$ cat src/rtl/path_reader_if.sv
// Playback bus between the path_reader and its controller / list storage.
// Controller side is master; path_reader side is slave.
interface path_reader_if #(
  parameter int WIDTH = 2,
  parameter int COORD = 4
);
  logic             start;
  logic             en_read;
  logic             item_valid;
  logic [WIDTH-1:0] item_data;
  logic             read_done_in;
  logic [COORD-1:0] pos_row;
  logic [COORD-1:0] pos_col;
  logic             pos_valid;
  logic [8:0]       count;
  logic             busy;
  logic             done;
  logic             error;

  modport master (
    output start, item_valid, item_data, read_done_in,
    input  en_read, pos_row, pos_col, pos_valid, count, busy, done, error
  );

  modport slave (
    input  start, item_valid, item_data, read_done_in,
    output en_read, pos_row, pos_col, pos_valid, count, busy, done, error
  );
endinterface

$ cat src/rtl/path_reader.sv
// Replays a stored direction list as a walk on a 2^COORD grid; pos_valid follows item_valid by 1 cycle.
// No backpressure: storage pushes items freely, a silent stream is cut off after TIMEOUT idle cycles.
module path_reader #(
  parameter int WIDTH   = 2,
  parameter int COORD   = 4,
  parameter int TIMEOUT = 64
) (
  input logic          CLK,
  input logic          RST,
  path_reader_if.slave bus
);
  localparam logic [1:0] S_IDLE   = 2'd0;
  localparam logic [1:0] S_REQ    = 2'd1;
  localparam logic [1:0] S_STREAM = 2'd2;
  localparam logic [1:0] S_FINISH = 2'd3;

  localparam int             IW       = $clog2(TIMEOUT + 1);
  localparam logic [IW-1:0]  IDLE_MAX = IW'(TIMEOUT - 1);
  localparam logic [COORD-1:0] CMAX   = '1;

  logic [1:0]       state_q, state_d;
  logic [COORD-1:0] row_q, row_d, col_q, col_d;
  logic [8:0]       count_q, count_d;
  logic [IW-1:0]    idle_q, idle_d;
  logic             err_q, err_d;
  logic             en_read_q, en_read_d;
  logic             pos_valid_q, pos_valid_d;
  logic             busy_q, busy_d;
  logic             done_q, done_d;

  logic [COORD-1:0] mv_row, mv_col;
  logic             mv_oob;

  // Candidate move; an out-of-range move leaves the position where it is.
  always_comb begin
    mv_row = row_q;
    mv_col = col_q;
    mv_oob = 1'b0;
    case (bus.item_data[1:0])
      2'b00: if (row_q == '0)  mv_oob = 1'b1; else mv_row = row_q - 1'b1;
      2'b01: if (col_q == CMAX) mv_oob = 1'b1; else mv_col = col_q + 1'b1;
      2'b10: if (col_q == '0)  mv_oob = 1'b1; else mv_col = col_q - 1'b1;
      default: if (row_q == CMAX) mv_oob = 1'b1; else mv_row = row_q + 1'b1;
    endcase
  end

  always_comb begin
    state_d     = state_q;
    row_d       = row_q;
    col_d       = col_q;
    count_d     = count_q;
    idle_d      = idle_q;
    err_d       = err_q;
    busy_d      = busy_q;
    en_read_d   = 1'b0;
    pos_valid_d = 1'b0;
    done_d      = 1'b0;
    case (state_q)
      S_IDLE: begin
        if (bus.start) begin
          row_d     = '0;
          col_d     = '0;
          count_d   = '0;
          err_d     = 1'b0;
          en_read_d = 1'b1;
          busy_d    = 1'b1;
          state_d   = S_REQ;
        end
      end
      S_REQ: begin
        idle_d  = '0;
        state_d = S_STREAM;
      end
      S_STREAM: begin
        if (bus.item_valid) begin
          row_d       = mv_row;
          col_d       = mv_col;
          err_d       = err_q | mv_oob;
          pos_valid_d = 1'b1;
          count_d     = (count_q == 9'h1FF) ? count_q : count_q + 9'd1;
          idle_d      = '0;
        end
        // A final item arriving with read_done_in has already been applied above.
        if (bus.read_done_in) begin
          state_d = S_FINISH;
          done_d  = 1'b1;
          busy_d  = 1'b0;
        end else if (!bus.item_valid) begin
          if (idle_q == IDLE_MAX) begin
            err_d   = 1'b1;
            state_d = S_FINISH;
            done_d  = 1'b1;
            busy_d  = 1'b0;
          end else begin
            idle_d = idle_q + 1'b1;
          end
        end
      end
      default: begin
        state_d = S_IDLE;
      end
    endcase
  end

  always_ff @(posedge CLK or negedge RST) begin
    if (!RST) begin
      state_q     <= S_IDLE;
      row_q       <= '0;
      col_q       <= '0;
      count_q     <= '0;
      idle_q      <= '0;
      err_q       <= 1'b0;
      en_read_q   <= 1'b0;
      pos_valid_q <= 1'b0;
      busy_q      <= 1'b0;
      done_q      <= 1'b0;
    end else begin
      state_q     <= state_d;
      row_q       <= row_d;
      col_q       <= col_d;
      count_q     <= count_d;
      idle_q      <= idle_d;
      err_q       <= err_d;
      en_read_q   <= en_read_d;
      pos_valid_q <= pos_valid_d;
      busy_q      <= busy_d;
      done_q      <= done_d;
    end
  end

  assign bus.en_read   = en_read_q;
  assign bus.pos_row   = row_q;
  assign bus.pos_col   = col_q;
  assign bus.pos_valid = pos_valid_q;
  assign bus.count     = count_q;
  assign bus.busy      = busy_q;
  assign bus.done      = done_q;
  assign bus.error     = err_q;
endmodule

$ cat src/flat_wrapper.sv
// flat-port wrapper written by rule: the top's interface ports become plain ports
module path_reader_flat 
#(
  parameter int WIDTH   = 2,
  parameter int COORD   = 4,
  parameter int TIMEOUT = 64
)
  (CLK, RST, bus_start, bus_item_valid, bus_item_data, bus_read_done_in, bus_en_read, bus_pos_row, bus_pos_col, bus_pos_valid, bus_count, bus_busy, bus_done, bus_error);
  path_reader_if #(.WIDTH(WIDTH), .COORD(COORD)) bus_i ();
  input logic CLK;
  input logic RST;
  input wire logic [$bits(bus_i.start)-1:0] bus_start;
  input wire logic [$bits(bus_i.item_valid)-1:0] bus_item_valid;
  input wire logic [$bits(bus_i.item_data)-1:0] bus_item_data;
  input wire logic [$bits(bus_i.read_done_in)-1:0] bus_read_done_in;
  output wire logic [$bits(bus_i.en_read)-1:0] bus_en_read;
  output wire logic [$bits(bus_i.pos_row)-1:0] bus_pos_row;
  output wire logic [$bits(bus_i.pos_col)-1:0] bus_pos_col;
  output wire logic [$bits(bus_i.pos_valid)-1:0] bus_pos_valid;
  output wire logic [$bits(bus_i.count)-1:0] bus_count;
  output wire logic [$bits(bus_i.busy)-1:0] bus_busy;
  output wire logic [$bits(bus_i.done)-1:0] bus_done;
  output wire logic [$bits(bus_i.error)-1:0] bus_error;
  assign bus_i.start = bus_start;
  assign bus_i.item_valid = bus_item_valid;
  assign bus_i.item_data = bus_item_data;
  assign bus_i.read_done_in = bus_read_done_in;
  assign bus_en_read = bus_i.en_read;
  assign bus_pos_row = bus_i.pos_row;
  assign bus_pos_col = bus_i.pos_col;
  assign bus_pos_valid = bus_i.pos_valid;
  assign bus_count = bus_i.count;
  assign bus_busy = bus_i.busy;
  assign bus_done = bus_i.done;
  assign bus_error = bus_i.error;
  path_reader #(.WIDTH(WIDTH), .COORD(COORD), .TIMEOUT(TIMEOUT)) u_core (.CLK(CLK), .RST(RST), .bus(bus_i));
endmodule
$ cat config.mk
export PLATFORM = sky130hd
export DESIGN_NAME = path_reader_flat
export DESIGN_NICKNAME = d
export VERILOG_FILES = /design/src/rtl/path_reader_if.sv /design/src/rtl/path_reader.sv /design/src/flat_wrapper.sv
export SDC_FILE = /design/constraint.sdc
export NUM_CORES = 1
export LEC_CHECK = 0
export ABC_AREA = 1
export CAP_MARGIN = 25
export CELL_PAD_IN_SITES_DETAIL_PLACEMENT = 1
export CELL_PAD_IN_SITES_GLOBAL_PLACEMENT = 2
export CORE_MARGIN = 8
export CORE_UTILIZATION = 33
export CTS_CLUSTER_SIZE = 8
export DETAILED_ROUTE_END_ITERATION = 10
export PLACE_DENSITY = 0.9
export REMOVE_ABC_BUFFERS = 1
export SYNTH_ARGS = -nofsm -noshare
export SYNTH_HDL_FRONTEND = slang
export SYNTH_SLANG_ARGS = --single-unit
$ cat constraint.sdc
create_clock -name CLK -period 3.8 [get_ports CLK]
set_clock_uncertainty 0.05 [all_clocks]
set_input_delay 0.38 -clock CLK [delete_from_list [all_inputs] [get_ports CLK]]
set_output_delay 0.38 -clock CLK [all_outputs]
set_load 0.02 [all_outputs]
# --- After elaboration in Yosys (flattened, before gate mapping) ---
# Index checks and enable logic that the tools add are counted.
totals:
  register_bits: 31
  inputBits: 7
  output_inout_bits: 22
  word_cells: 98
op_classes:
  addsub: 6
  n_eq_ne: 19
  muxes: 49
  bitwise: 1
  n_reduce_logical: 13
ops:
  columns: ["cell", "count"]
  rows:
  - ["case mux 4 bit (2 select lines)", 4]
  - ["2-to-1 mux 4 bit", 7]
  - ["2-to-1 mux 7 bit", 4]
  - ["2-to-1 mux 9 bit", 3]
  - ["2-to-1 mux 1 bit", 21]
  - ["inequality test 3 bit (second input constant)", 6]
  - ["case mux 9 bit (2 select lines)", 1]
  - ["case mux 7 bit (2 select lines)", 1]
  - ["AND reduction 6 bit", 2]
  - ["adder 9 x 1 -> 9 bit (second input constant)", 1]
  - ["equality test 9 bit (second input constant)", 1]
  - ["adder 4 x 1 -> 4 bit (second input constant)", 2]
  - ["equality test 4 bit (second input constant)", 2]
  - ["zero test 4 bit", 2]
  - ["2-to-1 mux 2 bit", 4]
  - ["inequality test 2 bit (second input constant)", 4]
  - ["AND reduction 4 bit", 2]
  - ["subtractor 4 x 1 -> 4 bit (second input constant)", 2]
  - ["adder 7 x 1 -> 7 bit (second input constant)", 1]
  - ["equality test 7 x 6 -> 1 bit (second input constant)", 1]
  - ["case mux 2 bit (3 select lines)", 1]
  - ["equality test 2 x 1 -> 1 bit (second input constant)", 2]
  - ["equality test 2 bit (second input constant)", 2]
  - ["zero test 2 bit", 2]
  - ["other kinds (8)", 10]

# --- Longest topological paths before layout ---
logic_depth:
  word_depth: 9
  depth_mapped: 11
  ltp_nobuf: 11

# --- Worst setup path before layout ---
# OpenSTA, ideal clock, no wires.
synth_timing:
  kind: "reg2reg"
  start: "register u_core.count_q[0], in the netlist u_core.bus.count[0]"
  end: "register u_core.count_q[4], in the netlist u_core.bus.count[4]"
  setup_time_ps: 123
  arrival_ps: 1686
  required_time_ps: 3627
  setup_slack_ps: 1941
  path_stages_with_launch: 10
  path_buffers: 0
  synth_period_minus_slack_ps: 1859
  cell_sequence: "dfrtp_1 > ha_1 > nand3_1 > nor4_1 > ha_1 > o21ai_1 > nand2_2 > or2_4 > o21ai_0 > a21oi_1"
synth_via:
  elab_chain_len: 4
  elab_cells_between_ends: 7
  cone_classes: "add/sub: 1; eq/ne: 2; mux: 3; reduce/logical: 1"
synth_rtl:
  columns: ["item", "line_no", "source"]
  rows:
  - ["from (decl)", "path_reader.sv:23", "logic [8:0] count_q, count_d;"]
  - ["from (signal assigned)", "path_reader.sv:121", "count_q <= count_d;"]
  - ["adder 9 x 1 -> 9 bit", "path_reader.sv:80", "count_d = (count_q == 9'h1FF) ? count_q : count_q + 9'd1;"]
  - ["2-to-1 mux 9 bit", "path_reader.sv:80", null]
  - ["2-to-1 mux 9 bit", "path_reader.sv:75", "if (bus.item_valid) begin"]
  - ["case mux 9 bit (2 select lines)", "path_reader.sv:58", "case (state_q)"]
# Several ways; a longest one is shown, not always the timed one. The select of a mux whose other input is x is not followed.
# A chain may end at the register's enable or synchronous reset.

# --- Worst setup path in the final report ---
layout_timing:
  start: "register u_core.state_q[0]"
  end: "register u_core.count_q[5], in the netlist u_core.bus.count[5]"
layout_via:
  elab_chain_len: 3
  elab_cells_between_ends: 8
  cone_classes: "eq/ne: 4; mux: 1; reduce/logical: 3"
layout_rtl:
  columns: ["item", "line_no", "source"]
  rows:
  - ["from (decl)", "path_reader.sv:21", "logic [1:0] state_q, state_d;"]
  - ["from (signal assigned)", "path_reader.sv:118", "state_q <= state_d;"]
  - ["equality test 2 bit or zero test 2 bit (tied branches)", "path_reader.sv:58", null]
  - ["inequality test 2 bit (no line) or nonzero test 2 bit (tied branches)", null, null]
  - ["AND reduction 4 bit (no line)", null, null]
# Several ways; a longest one is shown, not always the timed one.

==> summary.txt <==
Status -> finished clean
Vias/cell -> 4.73
Cts repair resizes -> 0
# fillers -> 692
Cell variety after synth -> 28
CP bufs+invs -> 3
Residual DRC -> 0
Max Buffers Root-to-Sink -> 2
Post-synthesis cell count -> 233
Syn avg cell area -> 7.96 um^2
Critical path cell sequence -> inv_1 > ha_1 > inv_2 > o21ai_4 > nand2_2 > inv_2 > nand2_2 > nor2_1 > o21ai_0 > a21oi_1
ANT nets after route -> 0
Share of cells above drive strength 1 -> 6.32%
Crit start category -> register
RSZ-0062 raised after global routing -> no
First DRT Iteration DRCs -> 34
Max Slew Vio Count -> 0
Final core utilization -> 42.8%
GR Util met2 -> 21.8%
#FFs+latches synth -> 31
Syn-to-layout area delta -> 26.5%
Count of final setup violators -> 0
Placed cells -> 333
Met3 Use GR -> 3.37%
Yosys top cell by area -> dfrtp_1
Area occupied by multi-input gates -> 931 um^2
Die ar. -> 0.00827 mm^2
Antenna diodes -> 0
Slew HR -> 64.4%
Gr usage total -> 11.8%
Hold WS -> 0.459 ns
Critical Path RT -> 3.96 ns
Largest net degree at the start of global routing -> 32
CP top delay family -> adder cells
DIE WIDTH -> 91.0 um
Fin crit period -> 2.16 ns
Area of the core -> 0.00547 mm^2
Max cap viols -> 0
Routed WL -> 4.66 mm
WP data arrival -> 2.32 ns
# rows -> 27
Initial DRT Pass Iterations -> 4
Clk slew on worst S/H paths -> 0.07 ns
Count leader, synth -> nand2_1
Clk_lat worst skew -> 0.28 ns
Post-synth EDFFs -> 0
RD Place Congestion -> 0.759
Ports -> 29
CTS tree -> done
Mapped cell area -> 0.00185 mm^2
Yosys warning count -> 0
Largest stage delay on the critical path -> 0.50 ns
First-pass GRT wire length -> 8.07 mm
Port bufs -> 28
Leak Pwr -> 1.07 nW
Chip Height -> 91.0 um
Post-DP HPWL -> 3.51 mm
Synth cell count leaders -> nand2_1 (45), inv_1 (36), dfrtp_1 (31), nor2_1 (27), o21ai_0 (19)
Post-CTS Setup Inserts -> 0
Register Area -> 776 um^2
Crit. End Element -> register
Starting Density -> 33.9%
GRT Max-Usage Layer -> met2
Vias -> 1614
Worst-Margin Slew -> 0.534 ns
Hold-fix buffers at CTS -> 0
Initial antenna violation count -> 0
Post-layout nets -> 291
CTS HTree Levels -> 2
Slowest cell on crit path -> ha_1
Synth area leaders -> dfrtp_1 (42%), ha_1 (9.4%), nand2_1 (9.1%), inv_1 (7.3%), nor2_1 (5.5%)
Vias in the first global route -> 1822
WL/cell -> 13.7 um
Fin cells -> 341
Clock sinks -> 31
Crit Path Class -> register to register
CP max FO -> 14
Worst vdd ir -> 275 uV
Worst Hold Class -> input port to asynchronous set/reset pin
Clock root buffer -> clkbuf_8
Post-synth ARST share -> 100%
Top_reg_cell synth -> dfrtp_1
Seq/Total Area, Yosys -> 41.8%
Setup tns final -> 0 ns
Total grt overflow -> 0
CTS Buf Count -> 5
FMAX -> 0.462 GHz
Top-area cell type share of the netlist area -> 41.8%
Power Total -> 1.57 mW
Met1 Use GR -> 12.7%
PD cells -> 669 mW/mm^2
Final hold violation count -> 0
Fin crit share -> 56.9%
[layout by cell type, fill, tap and decap left out, drive strengths merged]
master          n
a211oi          1
a21oi          11
a32oi           1
buf             1
bufinv          1
clkbuf          6
clkdlybuf4s50  28
clkinv          1
dfrtp          31
fa              2
ha             14
inv            38
nand2          47
nand3          14
nand3b          2
nand4           5
nor2           27
nor3            5
nor4            1
o21a            1
o21ai          22
o22ai           1
o31ai           1
or2             2
xnor2           2
xor2            4
[cells by family after synthesis]
family / after synthesis / synth area share, %
xor gates and xnor gates: 6 / 2.83
and+or+nand+nor: 103 / 24.0
AOI/OAI and AO/OA: 38 / 11.7
buffers and inverters: 39 / 7.96
adders and majority gates: 16 / 11.6
DFF: 31 / 41.8
[layout make-up]
class / instances / share of cell area [%]
clock buffer: 6 / 3.52
clock inverter: 2 / 1.49
inverter: 38 / 6.08
multi-input combinational: 163 / 39.7
sequential: 31 / 33.1
tap: 72 / 3.84
timing repair buffer: 29 / 12.3
[state kept, by name, summed over array words and instances (netlist names)]
register / count
u_core.bus.en_read: 1
u_core.state_q: 2
u_core.bus.pos_valid: 1
u_core.idle_q: 7
u_core.bus.busy: 1
u_core.bus.pos_row: 4
u_core.bus.error: 1
u_core.bus.pos_col: 4
u_core.bus.count: 9
u_core.bus.done: 1
[power breakdown]
| group | total (mW) | internal, mW | switching (mW) |
|---|---|---|---|
| logic | 0.727 | 0.282 | 0.445 |
| registers | 0.505 | 0.413 | 0.0916 |
| clock network | 0.337 | 0.212 | 0.125 |
[path summary, 6_finish.rpt]
kind | from | endpoint | slack (ns) | cells past startpoint
max reg2reg | u_core.state_q[0] | u_core.bus.count[5] | 1.64 | 10
min in group CLK | u_core.bus.busy | u_core.bus.busy | 0.46 | 2
max in group asynchronous | RST | u_core.idle_q[0] | 2.95 | 2
max | u_core.state_q[0] | u_core.bus.count[5] | 1.64 | 10
min reg2reg | u_core.bus.busy | u_core.bus.busy | 0.46 | 2
min | RST | u_core.bus.pos_valid | 0.46 | 2
[per-stage QoR]
step,setup slack (ns),cell area [um^2]
after global routing,1.39,2340
after global placement,1.58,2230
final,1.64,2340
after detailed placement,1.52,2230
after floorplan,1.94,1850
after CTS,1.61,2340
[worst register-to-register path, stage by stage, from the launching register on]
cell,delay [ns]
dfrtp_1,0.40
inv_1,0.09
ha_1,0.50
inv_2,0.15
o21ai_4,0.22
nand2_2,0.12
inv_2,0.13
nand2_2,0.08
nor2_1,0.14
o21ai_0,0.10
a21oi_1,0.12
[layer usage]
layer / part of all wire (%) / vias up
met2: 51 / 23
met1: 44 / 771
li1: - / 815
met3: 3.9 / 5
met4: 0.88 / 0
met5: 0 / -
Note: power is estimated with default switching activity, not from simulation.
